===== src/rtl/bcd_scan_display.sv =====
// Time-multiplexed common-anode 7-segment driver for DIGITS packed BCD digits.
// A frame-wide snapshot of bcd/dp_mask avoids tearing while upstream counters run.
module bcd_scan_display #(
    parameter int unsigned DIGITS      = 4,
    parameter int unsigned REFRESH_DIV = 50000
) (
    input  logic                  clk,
    input  logic                  reset,
    input  logic                  enable,
    input  logic [4*DIGITS-1:0]   bcd,
    input  logic                  blank_lz,
    input  logic [DIGITS-1:0]     dp_mask,
    output logic [6:0]            seg,
    output logic                  dp,
    output logic [DIGITS-1:0]     an,
    output logic                  frame_start
);

    localparam int unsigned PW = (REFRESH_DIV > 2) ? $clog2(REFRESH_DIV) : 1;
    localparam int unsigned IW = (DIGITS > 1) ? $clog2(DIGITS) : 1;
    localparam logic [PW-1:0] PLAST = PW'(REFRESH_DIV - 1);
    localparam logic [IW-1:0] ILAST = IW'(DIGITS - 1);

    logic                started_q;
    logic [PW-1:0]       p_q;
    logic [IW-1:0]       idx_q;
    logic [4*DIGITS-1:0] shadow_q;
    logic [DIGITS-1:0]   shadow_dp_q;
    logic                frame_start_q;

    always_ff @(posedge clk or negedge reset) begin
        if (!reset) begin
            started_q     <= 1'b0;
            p_q           <= '0;
            idx_q         <= '0;
            shadow_q      <= '0;
            shadow_dp_q   <= '0;
            frame_start_q <= 1'b0;
        end else if (enable) begin
            if (!started_q) begin
                started_q     <= 1'b1;
                p_q           <= '0;
                idx_q         <= '0;
                shadow_q      <= bcd;
                shadow_dp_q   <= dp_mask;
                frame_start_q <= 1'b1;
            end else begin
                frame_start_q <= 1'b0;
                if (p_q != PLAST) begin
                    p_q <= p_q + 1'b1;
                end else begin
                    p_q <= '0;
                    if (idx_q == ILAST) begin
                        // Wrap to digit 0 starts a new frame with a fresh snapshot.
                        idx_q         <= '0;
                        shadow_q      <= bcd;
                        shadow_dp_q   <= dp_mask;
                        frame_start_q <= 1'b1;
                    end else begin
                        idx_q <= idx_q + 1'b1;
                    end
                end
            end
        end else begin
            frame_start_q <= 1'b0;
        end
    end

    assign frame_start = frame_start_q;

    logic [DIGITS-1:0] blanked;
    logic              upper_zero;

    always_comb begin
        blanked    = '0;
        upper_zero = 1'b1;
        for (int k = DIGITS - 1; k >= 1; k--) begin
            upper_zero = upper_zero && (shadow_q[4*k +: 4] == 4'd0);
            blanked[k] = blank_lz && upper_zero;
        end
    end

    logic [3:0]        cur_digit;
    logic              cur_dp;
    logic              cur_blank;
    logic [DIGITS-1:0] sel_n;

    always_comb begin
        cur_digit = 4'd0;
        cur_dp    = 1'b0;
        cur_blank = 1'b0;
        sel_n     = '1;
        for (int k = 0; k < DIGITS; k++) begin
            if (idx_q == IW'(k)) begin
                cur_digit = shadow_q[4*k +: 4];
                cur_dp    = shadow_dp_q[k];
                cur_blank = blanked[k];
                sel_n[k]  = 1'b0;
            end
        end
    end

    logic [6:0] seg_dec;

    always_comb begin
        case (cur_digit)
            4'd0:    seg_dec = 7'h40;
            4'd1:    seg_dec = 7'h79;
            4'd2:    seg_dec = 7'h24;
            4'd3:    seg_dec = 7'h30;
            4'd4:    seg_dec = 7'h19;
            4'd5:    seg_dec = 7'h12;
            4'd6:    seg_dec = 7'h02;
            4'd7:    seg_dec = 7'h78;
            4'd8:    seg_dec = 7'h00;
            4'd9:    seg_dec = 7'h10;
            default: seg_dec = 7'h3F;
        endcase
    end

    // The p==0 cycle of every slot is dark to suppress ghosting between digits.
    always_comb begin
        an  = '1;
        seg = 7'h7F;
        dp  = 1'b1;
        if (started_q && (p_q != '0) && !cur_blank) begin
            an  = sel_n;
            seg = seg_dec;
            dp  = ~cur_dp;
        end
    end

endmodule

===== config.mk =====
export PLATFORM = sky130hd
export DESIGN_NAME = bcd_scan_display
export DESIGN_NICKNAME = d
export VERILOG_FILES = /design/src/rtl/bcd_scan_display.sv
export SDC_FILE = /design/constraint.sdc
export NUM_CORES = 1
export LEC_CHECK = 0
export ABC_AREA = 0
export CAP_MARGIN = 20
export CORE_MARGIN = 1.5
export CORE_UTILIZATION = 54
export CTS_CLUSTER_DIAMETER = 30
export DETAILED_ROUTE_END_ITERATION = 10
export PLACE_DENSITY_LB_ADDON = 0.2
export SYNTH_ARGS = -nofsm -noshare
export SYNTH_HDL_FRONTEND = slang
export SYNTH_SLANG_ARGS = --single-unit

===== constraint.sdc =====
create_clock -name clk -period 3.4 [get_ports clk]
set_input_delay 0.51 -clock clk [delete_from_list [all_inputs] [get_ports clk]]
set_output_delay 0.51 -clock clk [all_outputs]
set_load 0.005 [all_outputs]

==> run summary <==
crit end category: output port
met3 GRT Util: 4.360%
clk root buf: clkbuf_8
GR Layer Usage met2: 42.68%
DR WL/cell: 16.19 um
DRC Markers: 3
leakage: 0.001278 uW
Syn-to-layout area delta: 22.53%
Fmax achieved: 308.1 MHz
clock skew: 11.54 ps
GRT Overall Usage: 25.89%
Max-slew headroom: 41.13%
Critical Path RT: 2890 ps
r2r setup slk: 1260 ps
HPWL after detailed placement: 4336 um
busiest layer in global routing: met2
top_reg_cell synth: dfrtp_1
initial core utilization: 57.09%
Gate Count Post-Synth: 296
met1 Use GR: 35.05%
syn avg cell area: 8.572 um^2
Routed WL: 6200 um
Ys Warns: 0
CP arrival: 2740 ps
failing checks: design-rule violations
DR pass1 iterations: 10
H-tree levels: 2
CTS tree: built
GRT overflow: 0
Ant. Diodes: 0
initial antenna violation count: 0
# IOs: 37
vias per inst: 6.039
FILL cells: 362
Vias: 2313
die width: 71.55 um
Sw Ratio: 32.89%
CP cell instances: inv_2, ha_4, a211o_1, o211ai_1, o21ai_0, o221ai_1, clkdlybuf4s50_1
minimum hold slack: 321.2 ps
Min-Delay Path Class: input port to async pin
Post-synth EDFFs: 0
max_cap viols: 0
minimum clock period: 3246 ps
vias in the first global route: 2215
Worst-Skew Late Latency: 300 ps
Fin Setup TNS: 0 ps
Power Dens Cells: 437.7 mW/mm^2
sequential share of the synthesized area: 39.45%
Final Worst Setup Slack: 154.5 ps
actual slew at the worst max-slew pin: 883.0 ps
RR Startpoint: p_q[4]$_DFFE_PN0P_
Final nets: 366
Psw: 447.6 uW
clock-pin slew on the worst setup and hold paths: 80 ps
share of layout cells above drive strength 1: 12.39%
total power: 1361 uW
Final Hold Viols: 0
CP max FO: 12
Final Max Slew Viols: 0
max incr delay on CP: 530 ps
Flop pwr share: 44.1%
Clk pwr share: 24.5%
top cells by area, synth: dfrtp_1, nand2_1, ha_1
outcome: finished, violations left
post-synthesis cell type count: 55
area of the core: 0.004444 mm^2
top-area cell type share of the netlist area: 39.45%
Clock Sink Count: 40
FFs w/ async S/R, synth: 100.0%
worst slack, placed: 188.3 ps
largest net degree at the start of global routing: 41
number of cells on the worst reg-to-reg path: 4
Combinational Power Share: 31.4%
Die ar.: 0.005119 mm^2
Int Pwr: 913.4 uW
initial drt markers: 205
Hold Buf Count CTS: 0
Critical Path Source Type: flip-flop
Worst R2R End: shadow_q[15]$_DFFE_PN0P_
Synth Register Bits: 40
clock buffer depth: 2
Antenna Nets Post-Route: 0
top-count cell post-synth: nand2_1
global-route wire length before repair: 10600 um
Worst path slowest cell: clkdlybuf4s50_1
worst vdd ir: 331.0 uV
syn_nets: 332
Yosys top cell by area: dfrtp_1
Placed Cells: 372
Syn Std Cell Area: 0.002537 mm^2
commonest cells in the netlist: nand2_1, dfrtp_1, o22ai_1
Rows: 24
final setup fails: 0
Buffers on Ports: 36
CP bufs+invs: 2
Die H: 71.55 um
RD Place Congestion: 1.023
fin crit share: 95.46%
CP top delay family: compound AO/OA/AOI/OAI gates
worst setup path class: flip-flop to output port
non-filler cells, final: 383
TritonCTS buffer count: 5
==> power groups by stage <==
stage	clock (uW)	sequential [uW]	combinational, uW
floorplan	0	565	281
global placement	0	604	389
detailed placement	0	606	399
CTS	340	596	404
global route	361	608	476
finish	333	601	427
==> layout by cell type (no fill, tap or decap), drive strengths merged, types with 8 or more instances in the layout <==
cell type      count
nand2             59
dfrtp             40
clkdlybuf4s50     35
o22ai             21
nand3             12
o21ai             12
ha                12
inv               11
nor2              10
buf               10
a21oi              8
==> layer usage <==
metal | up-vias | wire [um]
met5 | - | 0
met4 | 0 | 129
met3 | 13 | 214
met2 | 48 | 3097
met1 | 1111 | 2758
li1 | 1141 | -
==> how the worst max path moves through the flow <==
| stage | startpoint | end | slack (ps) | depth (start not counted) |
|---|---|---|---|---|
| floorplan | idx_q[1]$_DFFE_PN0P_ | seg[0] | 650 | 10 |
| detailed placement | idx_q[0]$_DFFE_PN0P_ | seg[4] | 190 | 11 |
| global placement | idx_q[1]$_DFFE_PN0P_ | seg[3] | 350 | 9 |
| global route | idx_q[1]$_DFFE_PN0P_ | seg[0] | -10 | 10 |
| finish | idx_q[1]$_DFFE_PN0P_ | seg[5] | 150 | 7 |
| CTS | idx_q[1]$_DFFE_PN0P_ | seg[4] | 0.1 | 10 |
==> area by class of cell <==
class | count | area [um^2] | share of cell area [%]
multi-input combinational | 227 | 1480 | 47.61
clock inverter | 2 | 15.01 | 0.4829
clock buffer | 6 | 82.58 | 2.656
sequential | 40 | 1002 | 32.23
inverter | 11 | 41.29 | 1.328
tap | 52 | 65.06 | 2.093
timing repair buffer | 45 | 422.9 | 13.60
==> kinds of logic (layout without fill, tap and decap cells) <==
logic type      Yosys count  count (layout)  synth area share (%)
fa+ha+maj                12              12                 5.917
mux                       2               2                0.8382
xor+xnor                  6               6                 2.071
simple gates            137             137                 28.06
compound gates           70              70                 18.84
buf+inv                  29              64                 4.832
flops                    40              40                 39.45
==> stage by stage <==
step                utilization (%)  instance area, um^2
floorplan                         -                 2537
global placement              65.74                 2922
detailed placement            65.74                 2922
CTS                           68.07                 3025
global route                  69.96                 3109
finish                        69.96                 3109
==> registers in the layout (all words and copies together) (netlist names) <==
register / count
shadow_q: 16
started_q: 1
idx_q: 2
frame_start: 1
p_q: 16
shadow_dp_q: 4
==> what timing repair did <==
action                                  4_1_cts  5_1_grt
pin swaps                                     0        2
gates resized for setup                       3       14
buffers inserted                              0        3
endpoints found under the setup margin        6        7
cloned                                        0        0
(Power assumes the default switching activity.)
